**config.mk**
```make
export PLATFORM = sky130hd
export DESIGN_NAME = mem_port_arbiter_flat
export DESIGN_NICKNAME = d
export VERILOG_FILES = /design/src/rtl/mem_port_arbiter_if.sv /design/src/rtl/mem_port_arbiter.sv /design/src/flat_wrapper.sv
export SDC_FILE = /design/constraint.sdc
export NUM_CORES = 1
export LEC_CHECK = 0
export BUFFER_PORTS_ARGS = -buffer_cell sky130_fd_sc_hd__buf_4
export CAP_MARGIN = 40
export CORE_AREA = 2 2 146 148
export DETAILED_ROUTE_END_ITERATION = 12
export DIE_AREA = 0 0 148 150
export MAX_ROUTING_LAYER = met4
export PLACE_DENSITY = 0.58
export SYNTH_ARGS = -nofsm -noshare
export SYNTH_HDL_FRONTEND = slang
export SYNTH_SLANG_ARGS = --single-unit
```
**constraint.sdc**
```tcl
create_clock -name clk -period 4 [get_ports clk]
set_input_delay 0.8 -clock clk [delete_from_list [all_inputs] [get_ports clk]]
set_output_delay 0.8 -clock clk [all_outputs]
set_load 0.02 [all_outputs]
```
**src/rtl/mem_port_arbiter_if.sv**
```systemverilog
// mem_port_arbiter_if: one request/response memory port (valid/ready, address, write data, strobes, read data).
// Latency: none, plain signal bundle.
// Backpressure: the requester holds valid and payload until ready pulses for one cycle.
interface mem_port_arbiter_if #(
    parameter int ADDR_W = 34,
    parameter int DATA_W = 32
);
    logic              valid;
    logic              ready;
    logic [3:0]        wstrb;
    logic [ADDR_W-1:0] addr;
    logic [DATA_W-1:0] wdata;
    logic [DATA_W-1:0] rdata;

    // Requesting side: issues address/data, receives completion
    modport master (
        output valid, wstrb, addr, wdata,
        input  ready, rdata
    );

    // Serving side: accepts the request, returns completion
    modport slave (
        input  valid, wstrb, addr, wdata,
        output ready, rdata
    );
endinterface

```
**src/rtl/mem_port_arbiter.sv**
```systemverilog
// mem_port_arbiter: shares one external memory port between instruction-side m0 and data-side m1.
// Latency: request seen at edge N drives mem_valid in cycle N+1; completion is returned combinationally with mem_ready.
// Backpressure: the non-granted master holds valid until served; a transfer with no mem_ready for TIMEOUT busy cycles is aborted.
module mem_port_arbiter #(
    parameter int ADDR_W     = 34,
    parameter int DATA_W     = 32,
    parameter int TIMEOUT    = 255,
    parameter int PRIO_FIXED = 0
) (
    input  logic               clk,
    input  logic               resetn,
    mem_port_arbiter_if.slave  m0,
    mem_port_arbiter_if.slave  m1,
    mem_port_arbiter_if.master mem,
    output logic               bus_err,
    output logic               err_master,
    output logic [31:0]        xfer_cnt0,
    output logic [31:0]        xfer_cnt1
);

    typedef enum logic {
        IDLE = 1'b0,
        BUSY = 1'b1
    } state_t;

    state_t            state;
    logic              grant;
    logic              last_grant;
    logic [15:0]       tmo_cnt;
    logic              busy;
    logic              abort;
    logic              finish;
    logic              pick;
    logic              sel_m1;
    logic [ADDR_W-1:0] addr_mux;
    logic [DATA_W-1:0] rdata_pass;

    // Winner of the next transaction; only consulted in IDLE when at least one master requests
    always_comb begin
        if (m0.valid && m1.valid) begin
            pick = (PRIO_FIXED != 0) ? 1'b0 : ~last_grant;
        end else begin
            pick = ~m0.valid;
        end
    end

    // Completion / timeout detection for the transfer in flight
    always_comb begin
        busy   = (state == BUSY);
        abort  = busy && !mem.ready && (tmo_cnt == 16'(TIMEOUT - 1));
        finish = (busy && mem.ready) || abort;
    end

    // Request mux toward memory (m0 when idle) and response steering to the granted master only
    always_comb begin
        sel_m1     = busy && grant;
        addr_mux   = sel_m1 ? m1.addr : m0.addr;
        mem.addr   = addr_mux;
        mem.wdata  = sel_m1 ? m1.wdata : m0.wdata;
        mem.wstrb  = sel_m1 ? m1.wstrb : m0.wstrb;
        mem.valid  = busy;
        rdata_pass = (busy && !abort) ? mem.rdata : '0;
        m0.ready   = finish && !grant;
        m1.ready   = finish && grant;
        m0.rdata   = grant ? '0 : rdata_pass;
        m1.rdata   = grant ? rdata_pass : '0;
        bus_err    = abort;
    end

    // Transaction FSM: grant in IDLE, complete or abort in BUSY; reset drops any transfer silently
    always_ff @(posedge clk or negedge resetn) begin
        if (!resetn) begin
            state      <= IDLE;
            grant      <= 1'b0;
            last_grant <= 1'b1;
            tmo_cnt    <= '0;
            err_master <= 1'b0;
            xfer_cnt0  <= '0;
            xfer_cnt1  <= '0;
        end else begin
            case (state)
                IDLE: begin
                    // stale mem_ready is ignored here; any valid starts a new transfer
                    if (m0.valid || m1.valid) begin
                        grant   <= pick;
                        tmo_cnt <= '0;
                        state   <= BUSY;
                    end
                end
                BUSY: begin
                    if (mem.ready) begin
                        if (grant) begin
                            xfer_cnt1 <= xfer_cnt1 + 32'd1;
                        end else begin
                            xfer_cnt0 <= xfer_cnt0 + 32'd1;
                        end
                        last_grant <= grant;
                        state      <= IDLE;
                    end else if (abort) begin
                        err_master <= grant;
                        last_grant <= grant;
                        state      <= IDLE;
                    end else begin
                        tmo_cnt <= tmo_cnt + 16'd1;
                    end
                end
                default: state <= IDLE;
            endcase
        end
    end

endmodule

```
**src/flat_wrapper.sv**
```systemverilog
// flat-port wrapper written by rule: the top's interface ports become plain ports
module mem_port_arbiter_flat 
#(
    parameter int ADDR_W     = 34,
    parameter int DATA_W     = 32,
    parameter int TIMEOUT    = 255,
    parameter int PRIO_FIXED = 0
)
  (clk, resetn, bus_err, err_master, xfer_cnt0, xfer_cnt1, m0_valid, m0_wstrb, m0_addr, m0_wdata, m0_ready, m0_rdata, m1_valid, m1_wstrb, m1_addr, m1_wdata, m1_ready, m1_rdata, mem_valid, mem_wstrb, mem_addr, mem_wdata, mem_ready, mem_rdata);
  mem_port_arbiter_if #(.ADDR_W(ADDR_W), .DATA_W(DATA_W)) m0_i ();
  mem_port_arbiter_if #(.ADDR_W(ADDR_W), .DATA_W(DATA_W)) m1_i ();
  mem_port_arbiter_if #(.ADDR_W(ADDR_W), .DATA_W(DATA_W)) mem_i ();
  input  logic clk;
  input  logic resetn;
  output logic bus_err;
  output logic err_master;
  output logic [31:0] xfer_cnt0;
  output logic [31:0] xfer_cnt1;
  input wire logic [$bits(m0_i.valid)-1:0] m0_valid;
  input wire logic [$bits(m0_i.wstrb)-1:0] m0_wstrb;
  input wire logic [$bits(m0_i.addr)-1:0] m0_addr;
  input wire logic [$bits(m0_i.wdata)-1:0] m0_wdata;
  output wire logic [$bits(m0_i.ready)-1:0] m0_ready;
  output wire logic [$bits(m0_i.rdata)-1:0] m0_rdata;
  input wire logic [$bits(m1_i.valid)-1:0] m1_valid;
  input wire logic [$bits(m1_i.wstrb)-1:0] m1_wstrb;
  input wire logic [$bits(m1_i.addr)-1:0] m1_addr;
  input wire logic [$bits(m1_i.wdata)-1:0] m1_wdata;
  output wire logic [$bits(m1_i.ready)-1:0] m1_ready;
  output wire logic [$bits(m1_i.rdata)-1:0] m1_rdata;
  output wire logic [$bits(mem_i.valid)-1:0] mem_valid;
  output wire logic [$bits(mem_i.wstrb)-1:0] mem_wstrb;
  output wire logic [$bits(mem_i.addr)-1:0] mem_addr;
  output wire logic [$bits(mem_i.wdata)-1:0] mem_wdata;
  input wire logic [$bits(mem_i.ready)-1:0] mem_ready;
  input wire logic [$bits(mem_i.rdata)-1:0] mem_rdata;
  assign m0_i.valid = m0_valid;
  assign m0_i.wstrb = m0_wstrb;
  assign m0_i.addr = m0_addr;
  assign m0_i.wdata = m0_wdata;
  assign m0_ready = m0_i.ready;
  assign m0_rdata = m0_i.rdata;
  assign m1_i.valid = m1_valid;
  assign m1_i.wstrb = m1_wstrb;
  assign m1_i.addr = m1_addr;
  assign m1_i.wdata = m1_wdata;
  assign m1_ready = m1_i.ready;
  assign m1_rdata = m1_i.rdata;
  assign mem_valid = mem_i.valid;
  assign mem_wstrb = mem_i.wstrb;
  assign mem_addr = mem_i.addr;
  assign mem_wdata = mem_i.wdata;
  assign mem_i.ready = mem_ready;
  assign mem_i.rdata = mem_rdata;
  mem_port_arbiter #(.ADDR_W(ADDR_W), .DATA_W(DATA_W), .TIMEOUT(TIMEOUT), .PRIO_FIXED(PRIO_FIXED)) u_core (.clk(clk), .resetn(resetn), .m0(m0_i), .m1(m1_i), .mem(mem_i), .bus_err(bus_err), .err_master(err_master), .xfer_cnt0(xfer_cnt0), .xfer_cnt1(xfer_cnt1));
endmodule
```
# Word level (Yosys, flattened, before mapping)
# Index checks and enable logic that the tools add are counted.
dict set report op_classes {
  n_addsub 3
  n_eq_ne 4
  muxes 17
  n_bitwise 5
  reduce_logical 20
}
# cell n
set op_table {}
lappend op_table {{$mux W32} 4}
lappend op_table {{$add A32 B1 Y32 const B} 2}
lappend op_table {{$mux W16} 3}
lappend op_table {{$mux W34} 1}
lappend op_table {{$pmux W16 S2} 1}
lappend op_table {{$add A16 B1 Y16 const B} 1}
lappend op_table {{$eq A16 B8 Y1 const B} 1}
lappend op_table {{$reduce_and A3 Y1} 4}
lappend op_table {{$logic_and A1 B1 Y1} 8}
lappend op_table {{$mux W1} 6}
lappend op_table {{$not A1 Y1} 5}
lappend op_table {{$mux W4} 1}
lappend op_table {{$ne A2 B2 Y1 const B} 2}
lappend op_table {{$reduce_and A2 Y1} 2}
lappend op_table {{$logic_not A1 Y1} 3}
lappend op_table {{$logic_or A1 B1 Y1} 2}
lappend op_table {{$ne A2 B1 Y1 const B} 1}
lappend op_table {{$pmux W1 S2} 1}
lappend op_table {{$reduce_bool A2 Y1} 1}
dict set report totals {
  ff_bits 84
  in_bits 177
  output_inout_bits 203
  wordCells 56
}

# Logic depth before layout (Yosys ltp)
dict set report logic_depth {
  ltp_word 7
  depth_mapped 8
  ltp_nobuf 7
}

# Worst setup path after synthesis
# OpenSTA, ideal clock, no wires.
dict set report synth_path {
  path_type {input port to output port}
  from {in mem_ready}
  to {out m1_rdata[10]}
  arrival_time_ns 1.836
  required_time_ns 3.200
  slack_ns 1.364
  cell_stages 5
  path_buffers 2
  path_cell_list {clkbuf_1 -> inv_2 -> a21oi_1 -> clkbuf_1 -> and2_1}
}
dict set report synth_via {
  elab_chain_len 7
}
# element line_no
set synth_rtl {}
lappend synth_rtl {{start: declaration} flat_wrapper.sv:35} ;# input wire logic [$bits(mem_i.ready)-1:0] mem_ready;
lappend synth_rtl {{$logic_not A1 Y1} mem_port_arbiter.sv:50} ;# abort = busy && !mem.ready && (tmo_cnt == 16'(TIMEOUT - 1));
lappend synth_rtl {{$logic_and A1 B1 Y1 (2 in series)} mem_port_arbiter.sv:50}
lappend synth_rtl {{$logic_not A1 Y1} mem_port_arbiter.sv:62} ;# rdata_pass = (busy && !abort) ? mem.rdata : '0;
lappend synth_rtl {{$logic_and A1 B1 Y1} mem_port_arbiter.sv:62}
lappend synth_rtl {{$mux W32} mem_port_arbiter.sv:62}
lappend synth_rtl {{$mux W32} mem_port_arbiter.sv:66} ;# m1.rdata = grant ? rdata_pass : '0;
lappend synth_rtl {{end: declaration} flat_wrapper.sv:30} ;# output wire logic [$bits(m1_i.rdata)-1:0] m1_rdata;
# No other way between the ends.

# Final worst setup path
dict set report layout_path {
  from {reg u_core.tmo_cnt[0]}
  to {out m1_rdata[21]}
}
dict set report layout_via {
  elab_chain_len 6
}
# element line_no
set layout_rtl {}
lappend layout_rtl {{start: declaration} mem_port_arbiter.sv:29} ;# logic [15:0] tmo_cnt;
lappend layout_rtl {{start signal: assignment} mem_port_arbiter.sv:104} ;# tmo_cnt <= tmo_cnt + 16'd1;
lappend layout_rtl {{$eq A16 B8 Y1} mem_port_arbiter.sv:50}
lappend layout_rtl {{$logic_and A1 B1 Y1} mem_port_arbiter.sv:50}
lappend layout_rtl {{$logic_not A1 Y1} mem_port_arbiter.sv:62}
lappend layout_rtl {{$logic_and A1 B1 Y1} mem_port_arbiter.sv:62}
lappend layout_rtl {{$mux W32} mem_port_arbiter.sv:62}
lappend layout_rtl {{$mux W32} mem_port_arbiter.sv:66}
# No other way between the ends.

==> flow_summary.json <==
{
  "status": "complete, no violations",
  "area_delta_synth_final_pct": 65.0,
  "crit_buf_inv": 3,
  "initial_core_util": 0.259,
  "rsz0062_at_grt": "false",
  "yosys_register_bits": 84,
  "hp-class": "in -> async",
  "grt_max_degree": 60,
  "grt_most_used_layer": "met2",
  "worst_ep_arrival_time_ns": 2.62,
  "ys.flop_type": "dfrtp_1",
  "layout.nets": 1083,
  "syn_nets": 712,
  "cts_sinks": 84,
  "crit_slowest_cell": "and4_1",
  "utilization": 0.428,
  "gp_congestion": 0.874,
  "syn_area_um2": 5360,
  "synth.area.mux_share": 0.168,
  "final_cell_mix": "buf_4 (382), dfrtp_1 (83), mux2_2 (72)",
  "setup_viol": 0,
  "use_met2": 0.373,
  "synth_edf_count": 0,
  "path_max_fanout": 22,
  "antenna_found_initial": 4,
  "hold_violations": 0,
  "drt_iter0_drc": 254,
  "cts_tree": "done",
  "routed_wl_mm": 26.5,
  "power_leakage_nw": 4.43,
  "pin_count": 380,
  "r2r_setup_slack_ns": 1.67,
  "yosys.area.top_type": "dfrtp_1",
  "fin_crit_ns": 3.42,
  "drc": 0,
  "yosys.area_share.simple": 0.272,
  "synth_top_area_frac": 0.387,
  "power_density_nw_per_um2": 446,
  "maxSlewViolCount": 0,
  "vias": 5584,
  "yosysWarnings": 0,
  "yosysUniqueCellTypes": 44,
  "post_cts_resized": 0,
  "ir_drop_v": 0.000238,
  "drive_gt1_frac": 0.544,
  "postCtsSetupBuffers": 0,
  "cap_violations": 0,
  "netlist_top_cells_area": "dfrtp_1 (39%), mux2_2 (15%), and2_1 (7.9%), xnor2_1 (7.0%), xor2_1 (3.1%)",
  "cts_max_level": 3,
  "synth_cells": 531,
  "async_flop_share": 1.00,
  "clk_pin_slew_ns": 0.06,
  "fmax_ghz": 0.292,
  "clock_skew_ns": 0.00875,
  "clockBufferDepth": 2,
  "use_met3": 0.0628,
  "final_area_um2": 8850,
  "synth_adder_area_share": 0.00933,
  "firstDrtPassIters": 5,
  "tns_ns": 0,
  "synth_top_family_by_area": "simple AND/OR/NAND/NOR gates",
  "synth_compound_area_frac": 0.0282,
  "row_count": 53,
  "die_h_um": 150,
  "ant_nets": 0,
  "ctsRootBufferMaster": "clkbuf_16",
  "hpwl_mm": 22.6,
  "grt-ovfl-total": 0,
  "crit_chain": "inv_1 -> ha_1 -> nor4b_1 -> and4_1 -> a21oi_2 -> buf_8 -> and2_1 -> buf_4",
  "period_share": 0.855,
  "cp-start-kind": "flop",
  "cts_made_buffers": 9,
  "die_area_um2": 22200,
  "synth-xor-area-share": 0.101,
  "critPathKind": "reg -> out",
  "track_usage": 0.239,
  "placed_cell_area_um2": 8530,
  "io_buffers": 379,
  "syn-mean-instance-area_um2": 10.1,
  "viasPerCell": 4.72,
  "yosysSeqAreaShare": 0.392,
  "grt.met1_usage": 0.321,
  "postCtsHoldBufs": 0,
  "cpLargestDelayFamily": "simple AND/OR/NAND/NOR gates",
  "core_um2": 20700,
  "end_kind": "output port",
  "fp.dieW_um": 148,
  "max_stage_delay_ns": 0.47,
  "worstMarginPinSlew_ns": 0.801,
  "cp.required_ns": 3.20,
  "layout_commonest_cell": "buf_4",
  "relSlewSlack": 0.461,
  "wl_per_cell_um": 22.4,
  "clk_latency_ns": 0.34,
  "grt_pass1_vias": 5395,
  "grt_pass1_wl_mm": 37.6
}
==> layout make-up <==
class	count	area (µm²)
fillers	2122	11800
multi-input cells	410	3120
repair buffers	385	2930
flip-flops and latches	84	2100
well taps	275	344
clock buffers	10	229
clock inverters	5	77.6
inverters	12	45.0
diodes	3	7.51
==> flip-flops by register name, indices dropped and copies added (netlist names) <==
name / cells
u_core.xfer_cnt0: 32
u_core.err_master: 1
u_core.tmo_cnt: 16
u_core.grant: 1
u_core.last_grant: 1
u_core.mem.valid: 1
u_core.xfer_cnt1: 32
==> Yosys cell counts (8+ instances only) <==
master	number
dfrtp_1	83
and2_1	68
nand3_1	25
and4_1	9
mux2i_1	9
nor3_2	8
mux2_2	72
clkbuf_1	20
nand4_1	24
nor2_1	21
nor3_1	10
inv_1	10
and3_1	15
xor2_1	19
xnor2_1	43
nand2_1	39
==> routing by layer <==
| layer | up-vias | part of all wire |
|---|---|---|
| li1 | 2616 | - |
| met1 | 2724 | 0.45 |
| met2 | 230 | 0.47 |
| met3 | 14 | 0.078 |
| met4 | 0 | 0.0063 |
| met5 | - | 0 |
==> logic make-up after synthesis <==
logic type / count (synthesis)
AOI/OAI and AO/OA: 20
buffers and inverters: 37
xor gates and xnor gates: 62
muxes: 81
DFF: 84
and+or+nand+nor: 243
adders and majority gates: 4
==> final timing paths <==
path                                                  start  depth (start not counted)                               end
max in group asynchronous                            resetn                          2     u_core.last_grant$_DFFE_PN1P_
setup reg to reg                 u_core.mem.valid$_DFF_PN0_                          4  u_core.xfer_cnt1[27]$_DFFE_PN0P_
hold / removal                                       resetn                          1  u_core.xfer_cnt0[31]$_DFFE_PN0P_
hold reg to reg            u_core.xfer_cnt0[31]$_DFFE_PN0P_                          1  u_core.xfer_cnt0[31]$_DFFE_PN0P_
setup / recovery              u_core.tmo_cnt[0]$_DFFE_PN0P_                          8                      m1_rdata[21]
min in group clk           u_core.xfer_cnt0[31]$_DFFE_PN0P_                          1  u_core.xfer_cnt0[31]$_DFFE_PN0P_
==> power by group <==
part | switching (mW) | leakage (nW) | internal, mW
clock network | 0.329 | 0.148 | 0.541
registers | 0.119 | 1.13 | 0.924
logic | 1.10 | 3.16 | 0.936
==> per-stage QoR <==
stage                     hold WS, ns  instances  power [mW]  worst slack [ns]
after floorplan                 0.445        531        2.12              1.36
after global placement          0.465       1163        3.05             0.842
after detailed placement        0.466       1166        3.10             0.956
after CTS                       0.378       1181        3.98             0.607
after global routing            0.386       1183        4.13             0.442
final                           0.372       1184        3.95             0.579
No activity file was read; power rests on OpenSTA's default activity.
